<file path="src/rtl/noc_from_arb.sv">
// noc_from_arb: merges NDEV noc_from_dev byte streams onto one upstream port, whole packets at a time
// Ports: clk; reset (async, active-low); dev_ctl/dev_data per-port inputs (port i on dev_data[8i+7:8i]);
//        noc_ctl/noc_data registered merged output; overflow sticky per-port packet-dropped flags.
// Define FROM_ARB_PRIO_EN for fixed lowest-index priority instead of round-robin.
module noc_from_arb #(
  parameter int NDEV  = 2,
  parameter int DEPTH = 16
) (
  input  logic              clk,
  input  logic              reset,
  input  logic [NDEV-1:0]   dev_ctl,
  input  logic [8*NDEV-1:0] dev_data,
  output logic              noc_ctl,
  output logic [7:0]        noc_data,
  output logic [NDEV-1:0]   overflow
);
  localparam int AW = $clog2(DEPTH);
  localparam int PW = AW + 1;
  localparam int GW = $clog2(NDEV);
  typedef enum logic [1:0] {IDLE, SEND, GAP} state_t;
  logic [NDEV-1:0] pending, pop;
  logic [9:0] dout [NDEV];
  state_t st_q, st_d;
  logic [GW-1:0] gnt_q, gnt_d, rr_q, rr_d, sel, idx;
  logic noc_ctl_q, noc_ctl_d;
  logic [7:0] noc_data_q, noc_data_d;
  for (genvar i = 0; i < NDEV; i++) begin : g_port
    logic [PW-1:0] wptr_q, wptr_d, rptr_q, rptr_d, pstart_q, pstart_d, cnt_q, cnt_d;
    logic stg_v_q, stg_v_d, ovf_q, ovf_d, full, we, hit, c;
    logic [7:0] d;
    logic [8:0] stg_q, stg_d;
    logic [9:0] mem_q [DEPTH];
    always_comb begin
      c = dev_ctl[i];
      d = dev_data[8*i +: 8];
      full = wptr_q[AW] != rptr_q[AW] && wptr_q[AW-1:0] == rptr_q[AW-1:0];
      we = stg_v_q && !full;
      hit = stg_v_q && full;
      wptr_d = hit ? (stg_q[8] ? wptr_q : pstart_q) : wptr_q + PW'(we);
      pstart_d = we && stg_q[8] ? wptr_q : pstart_q;
      stg_v_d = c ? d != 8'd0 : stg_v_q && !hit;
      stg_d = {c, d};
      ovf_d = ovf_q || hit;
      rptr_d = rptr_q + PW'(pop[i]);
      cnt_d = cnt_q + PW'(we && c) - PW'(pop[i] && dout[i][9]);
    end
    always_ff @(posedge clk or negedge reset)
      if (!reset) begin
        wptr_q <= '0;
        rptr_q <= '0;
        pstart_q <= '0;
        cnt_q <= '0;
        stg_v_q <= 1'b0;
        stg_q <= '0;
        ovf_q <= 1'b0;
      end else begin
        wptr_q <= wptr_d;
        rptr_q <= rptr_d;
        pstart_q <= pstart_d;
        cnt_q <= cnt_d;
        stg_v_q <= stg_v_d;
        stg_q <= stg_d;
        ovf_q <= ovf_d;
      end
    always_ff @(posedge clk)
      if (we) mem_q[wptr_q[AW-1:0]] <= {c, stg_q};
    assign dout[i] = mem_q[rptr_q[AW-1:0]];
    assign pending[i] = cnt_q != '0;
    assign overflow[i] = ovf_q;
  end
  always_comb begin
    sel = rr_q;
    idx = '0;
    for (int k = NDEV - 1; k >= 0; k--) begin
`ifdef FROM_ARB_PRIO_EN
      idx = GW'(k);
`else
      idx = GW'((int'(rr_q) + k) % NDEV);
`endif
      sel = pending[idx] ? idx : sel;
    end
    st_d = st_q;
    gnt_d = gnt_q;
    rr_d = rr_q;
    noc_ctl_d = 1'b1;
    noc_data_d = 8'd0;
    pop = '0;
    if (st_q == IDLE && pending != '0) begin
      st_d = SEND;
      gnt_d = sel;
    end
    if (st_q == SEND) begin
      pop[gnt_q] = 1'b1;
      {noc_ctl_d, noc_data_d} = dout[gnt_q][8:0];
      if (dout[gnt_q][9]) begin
        st_d = GAP;
        rr_d = gnt_q == GW'(NDEV - 1) ? '0 : gnt_q + 1'b1;
      end
    end
    if (st_q == GAP) st_d = IDLE;
  end
  always_ff @(posedge clk or negedge reset)
    if (!reset) begin
      st_q <= IDLE;
      gnt_q <= '0;
      rr_q <= '0;
      noc_ctl_q <= 1'b1;
      noc_data_q <= 8'd0;
    end else begin
      st_q <= st_d;
      gnt_q <= gnt_d;
      rr_q <= rr_d;
      noc_ctl_q <= noc_ctl_d;
      noc_data_q <= noc_data_d;
    end
  assign noc_ctl = noc_ctl_q;
  assign noc_data = noc_data_q;
endmodule

</file>
<file path="config.mk">
export PLATFORM = sky130hd
export DESIGN_NAME = noc_from_arb
export DESIGN_NICKNAME = d
export VERILOG_FILES = /design/src/rtl/noc_from_arb.sv
export SDC_FILE = /design/constraint.sdc
export NUM_CORES = 1
export LEC_CHECK = 0
export BUFFER_PORTS_ARGS = -buffer_cell sky130_fd_sc_hd__buf_2
export CORE_MARGIN = 4
export CORE_UTILIZATION = 30
export CTS_BUF_LIST = sky130_fd_sc_hd__clkbuf_16
export CTS_CLUSTER_DIAMETER = 200
export CTS_CLUSTER_SIZE = 28
export DETAILED_ROUTE_END_ITERATION = 10
export SYNTH_ARGS = -nofsm -noshare
export SYNTH_HDL_FRONTEND = slang
export SYNTH_SLANG_ARGS = --single-unit
export TNS_END_PERCENT = 50
</file>
<file path="constraint.sdc">
create_clock -name clk -period 3.6 [get_ports clk]
set_clock_uncertainty 0.1 [all_clocks]
set_input_delay 0.18 -clock clk [delete_from_list [all_inputs] [get_ports clk]]
set_output_delay 0.18 -clock clk [all_outputs]
set_load 0.05 [all_outputs]
</file>
==> run_summary.xml <==
<?xml version="1.0" encoding="UTF-8"?>
<metrics>
  <group name="outcome">
    <metric name="run_status" unit="">complete, no violations</metric>
  </group>
  <group name="detailed_routing">
    <metric name="drt_pre_antenna_iters" unit="">5</metric>
    <metric name="vias" unit="">7687</metric>
    <metric name="routedWlPerCell" unit="um">19.9</metric>
    <metric name="post_route_ant_nets" unit="">0</metric>
    <metric name="drtIter0Drc" unit="">641</metric>
    <metric name="drc" unit="">0</metric>
    <metric name="route.final.wire_length" unit="um">31600</metric>
    <metric name="detail_route.vias_per_cell" unit="">4.83</metric>
  </group>
  <group name="cts">
    <metric name="cts_root_buffer" unit="">clkbuf_16</metric>
    <metric name="cts_buffer_depth" unit="">3</metric>
    <metric name="cts_inserted_buffers" unit="">18</metric>
    <metric name="clkSinkCount" unit="">395</metric>
    <metric name="cts.reportedPaths.clkPinSlew" unit="ns">0.11</metric>
    <metric name="worst_skew_pair_later_pin_latency" unit="ns">0.54</metric>
    <metric name="htreeDepth" unit="">1</metric>
    <metric name="tritoncts_clock_tree" unit="">done</metric>
  </group>
  <group name="yosys">
    <metric name="synth_async_reset_ratio" unit="%">19.0</metric>
    <metric name="synth_warnings" unit="">0</metric>
    <metric name="syn_inst" unit="">822</metric>
    <metric name="syn-num-nets" unit="">864</metric>
    <metric name="synth.yosys.seq_area_share" unit="%">73.1</metric>
    <metric name="netlist-cell-type-count" unit="">53</metric>
    <metric name="synth.cell_area" unit="um2">15700</metric>
    <metric name="synth-main-ff-cell" unit="">edfxtp_1</metric>
    <metric name="synth-seq-cells" unit="">395</metric>
    <metric name="synth_edf_count" unit="">320</metric>
    <metric name="syn_area_per_cell" unit="um2">19.1</metric>
  </group>
  <group name="final_layout">
    <metric name="share_of_final_layout_standard_cells_stronger_than_drive_strength_1" unit="%">22.2</metric>
    <metric name="most-common-layout-cells" unit="">edfxtp_1, mux4_2, dfrtp_1, buf_4, inv_1</metric>
    <metric name="syn2layout_area_growth" unit="%">12.4</metric>
    <metric name="finish.instance_area" unit="um2">17700</metric>
    <metric name="diodes" unit="">0</metric>
    <metric name="layout_commonest_cell" unit="">edfxtp_1</metric>
    <metric name="final_core_util" unit="%">34.2</metric>
    <metric name="nets" unit="">943</metric>
  </group>
  <group name="timing">
    <metric name="period_share" unit="%">93.2</metric>
    <metric name="finalWorstPathRequiredPeriod" unit="ns">3.36</metric>
    <metric name="finalHoldViolCount" unit="">0</metric>
    <metric name="slew_of_the_pin_with_the_lowest_slew_margin" unit="ns">0.723</metric>
    <metric name="relSlewSlack" unit="%">51.8</metric>
    <metric name="report.final.setup_viol" unit="">0</metric>
    <metric name="timing.final.max_slew_violations" unit="">0</metric>
    <metric name="rsz0062_at_grt" unit="">false</metric>
    <metric name="final.setup.tns" unit="ns">0</metric>
    <metric name="timing.hold.ws" unit="ns">0.100</metric>
    <metric name="max_clock_freq" unit="MHz">298</metric>
  </group>
  <group name="critical_path">
    <metric name="endpoint_kind" unit="">flip-flop</metric>
    <metric name="rr_worst_depth" unit="">14</metric>
    <metric name="worst-endpoint-arrival" unit="ns">3.69</metric>
    <metric name="critical_path.max_fanout" unit="">14</metric>
    <metric name="critPathLaunchType" unit="">flip-flop</metric>
    <metric name="cp.required" unit="ns">3.93</metric>
    <metric name="worstSetupPathType" unit="">flip-flop to flip-flop</metric>
  </group>
  <group name="placed_design">
    <metric name="io_buffer_count" unit="">30</metric>
    <metric name="post_dp_cell_area" unit="um2">16900</metric>
    <metric name="placer_congestion" unit="">0.743</metric>
    <metric name="half_perimeter_wire_length_of_the_detailed_placement_result" unit="um">20800</metric>
  </group>
  <group name="global_routing">
    <metric name="gr-usage-all-layers" unit="%">11.1</metric>
    <metric name="first_global_vias" unit="">7945</metric>
    <metric name="grt_start_max_net_pins" unit="">51</metric>
    <metric name="grt_pass1_wl" unit="um">48900</metric>
    <metric name="antenna_found_initial" unit="">0</metric>
    <metric name="grt_overflow" unit="">0</metric>
  </group>
  <group name="run">
    <metric name="timing.max_cap.violations" unit="">0</metric>
  </group>
  <group name="pwr">
    <metric name="ir_drop" unit="V">0.000394</metric>
    <metric name="power.static_leakage" unit="nW">6.04</metric>
    <metric name="power.density" unit="nW/um2">790</metric>
  </group>
  <group name="worst_hold_path">
    <metric name="hold_path_class" unit="">input port to async pin</metric>
  </group>
  <group name="floorplanning">
    <metric name="placement_rows" unit="">83</metric>
    <metric name="initial_core_util" unit="%">30.4</metric>
    <metric name="floorplan.core_area" unit="um2">51600</metric>
    <metric name="top_level_ports" unit="">31</metric>
    <metric name="die_w" unit="um">237</metric>
    <metric name="fp.dieArea" unit="um2">56100</metric>
    <metric name="die_height" unit="um">237</metric>
  </group>
</metrics>
worst max-delay path, stage by stage, from the launching register on:
cell and delay (ns):
dfrtp_2 0.57, mux4_2 0.42, nor2_1 0.05, o41ai_1 0.55, buf_4 0.23, ha_1 0.22, inv_1 0.06, ha_1 0.15
inv_1 0.06, fa_1 0.43, inv_1 0.07, a21oi_1 0.06, nor2_1 0.10, nor2_1 0.06, xnor2_1 0.11
per-stage QoR:
| stage | std cells | worst slack [ns] | power [mW] |
|---|---|---|---|
| after floorplan | 822 | 0.563 | 10.2 |
| after detailed placement | 1542 | 0.243 | 11.8 |
| after global routing | 1593 | 0.0740 | 14.8 |
| final | 1593 | 0.244 | 13.9 |
| after CTS | 1593 | 0.222 | 14.1 |
| after global placement | 1542 | 0.270 | 11.7 |
Yosys cell counts, types with 5 or more instances:
cell type / n / area share (%)
buf_2: 8 / 0.25
xnor2_1: 15 / 0.84
buf_6: 6 / 0.43
a211oi_1: 10 / 0.48
nor2_1: 24 / 0.57
a22o_1: 8 / 0.45
nand2_1: 21 / 0.50
xor2_1: 9 / 0.50
inv_1: 29 / 0.69
clkbuf_1: 19 / 0.45
nor4_1: 10 / 0.40
mux4_1: 8 / 1.3
nor2b_1: 11 / 0.44
edfxtp_1: 320 / 61
ha_1: 20 / 1.6
mux2i_1: 23 / 1.5
mux4_2: 75 / 11
nor3_1: 15 / 0.48
dfrtp_1: 74 / 12
nand3_1: 15 / 0.48
o21ai_0: 9 / 0.29
mux2_2: 14 / 1.0
a21oi_1: 18 / 0.57
nand2b_1: 5 / 0.20
kinds of logic (layout without fill, tap and decap cells):
logic type,count (synthesis),in the layout,synth area share (%)
AO/OA/AOI/OAI,68,68,2.98
XOR/XNOR,24,24,1.34
adder cells (fa/ha/maj),22,22,1.85
buffers and inverters,71,162,2.14
flip-flops,395,395,73.1
multiplexers,120,120,14.6
AND/OR/NAND/NOR,122,122,4.04
routing by layer:
layer | track usage (%) | share of wire [%] | up-vias
li1 | - | - | 3422
met1 | 15.7 | 45 | 4089
met2 | 18.6 | 50 | 142
met3 | 1.63 | 3.7 | 34
met4 | 1.91 | 1.6 | 0
met5 | 0 | 0 | -
state kept, by name, indices dropped and copies added (netlist names), 2 cells and up:
name and cells:
g_port.cnt_q 10, g_port.mem_q 320, g_port.ovf_q 2, g_port.pstart_q 10, g_port.rptr_q 10, g_port.stg_q 18, g_port.stg_v_q 2, g_port.wptr_q 10
noc_data 8, st_q 2
worst paths after layout:
check	from	end	slack, ns
max	g_port[1].rptr_q[0]$_DFF_PN0_	g_port[1].cnt_q[4]$_DFF_PN0_	0.24
min	reset	g_port[0].wptr_q[2]$_DFFE_PN0P_	0.10
max reg2reg	g_port[1].rptr_q[0]$_DFF_PN0_	g_port[1].cnt_q[4]$_DFF_PN0_	0.24
min reg2reg	g_port[1].ovf_q$_DFF_PN0_	g_port[1].ovf_q$_DFF_PN0_	0.38
max in group asynchronous	reset	noc_data[5]$_DFF_PN0_	2.43
min in group clk	dev_data[1]	g_port[0].stg_q[1]$_DFF_PN0_	0.20
area by class of cell:
| cell class | count | area (um2) |
|---|---|---|
| fill | 4813 | 34000 |
| sequential | 395 | 11500 |
| multi-input combinational | 356 | 3940 |
| tap | 680 | 851 |
| timing repair buffer | 99 | 718 |
| clock buffer | 19 | 475 |
| inverter | 31 | 116 |
| clock inverter | 13 | 75.1 |
repair_timing:
| action | CTS | global route |
|---|---|---|
| setup endpoints to repair | 0 | 0 |
| buffers inserted | 0 | 0 |
| gates resized for setup | 0 | 0 |
| hold endpoints to repair | 101 | 0 |
| hold buffers | 19 | 0 |
power breakdown:
part | switching, mW | internal [mW] | total, mW
logic | 2.75 | 2.26 | 5.01
registers | 0.557 | 6.01 | 6.57
clock network | 1.38 | 0.986 | 2.37
(Power assumes the default switching activity.)
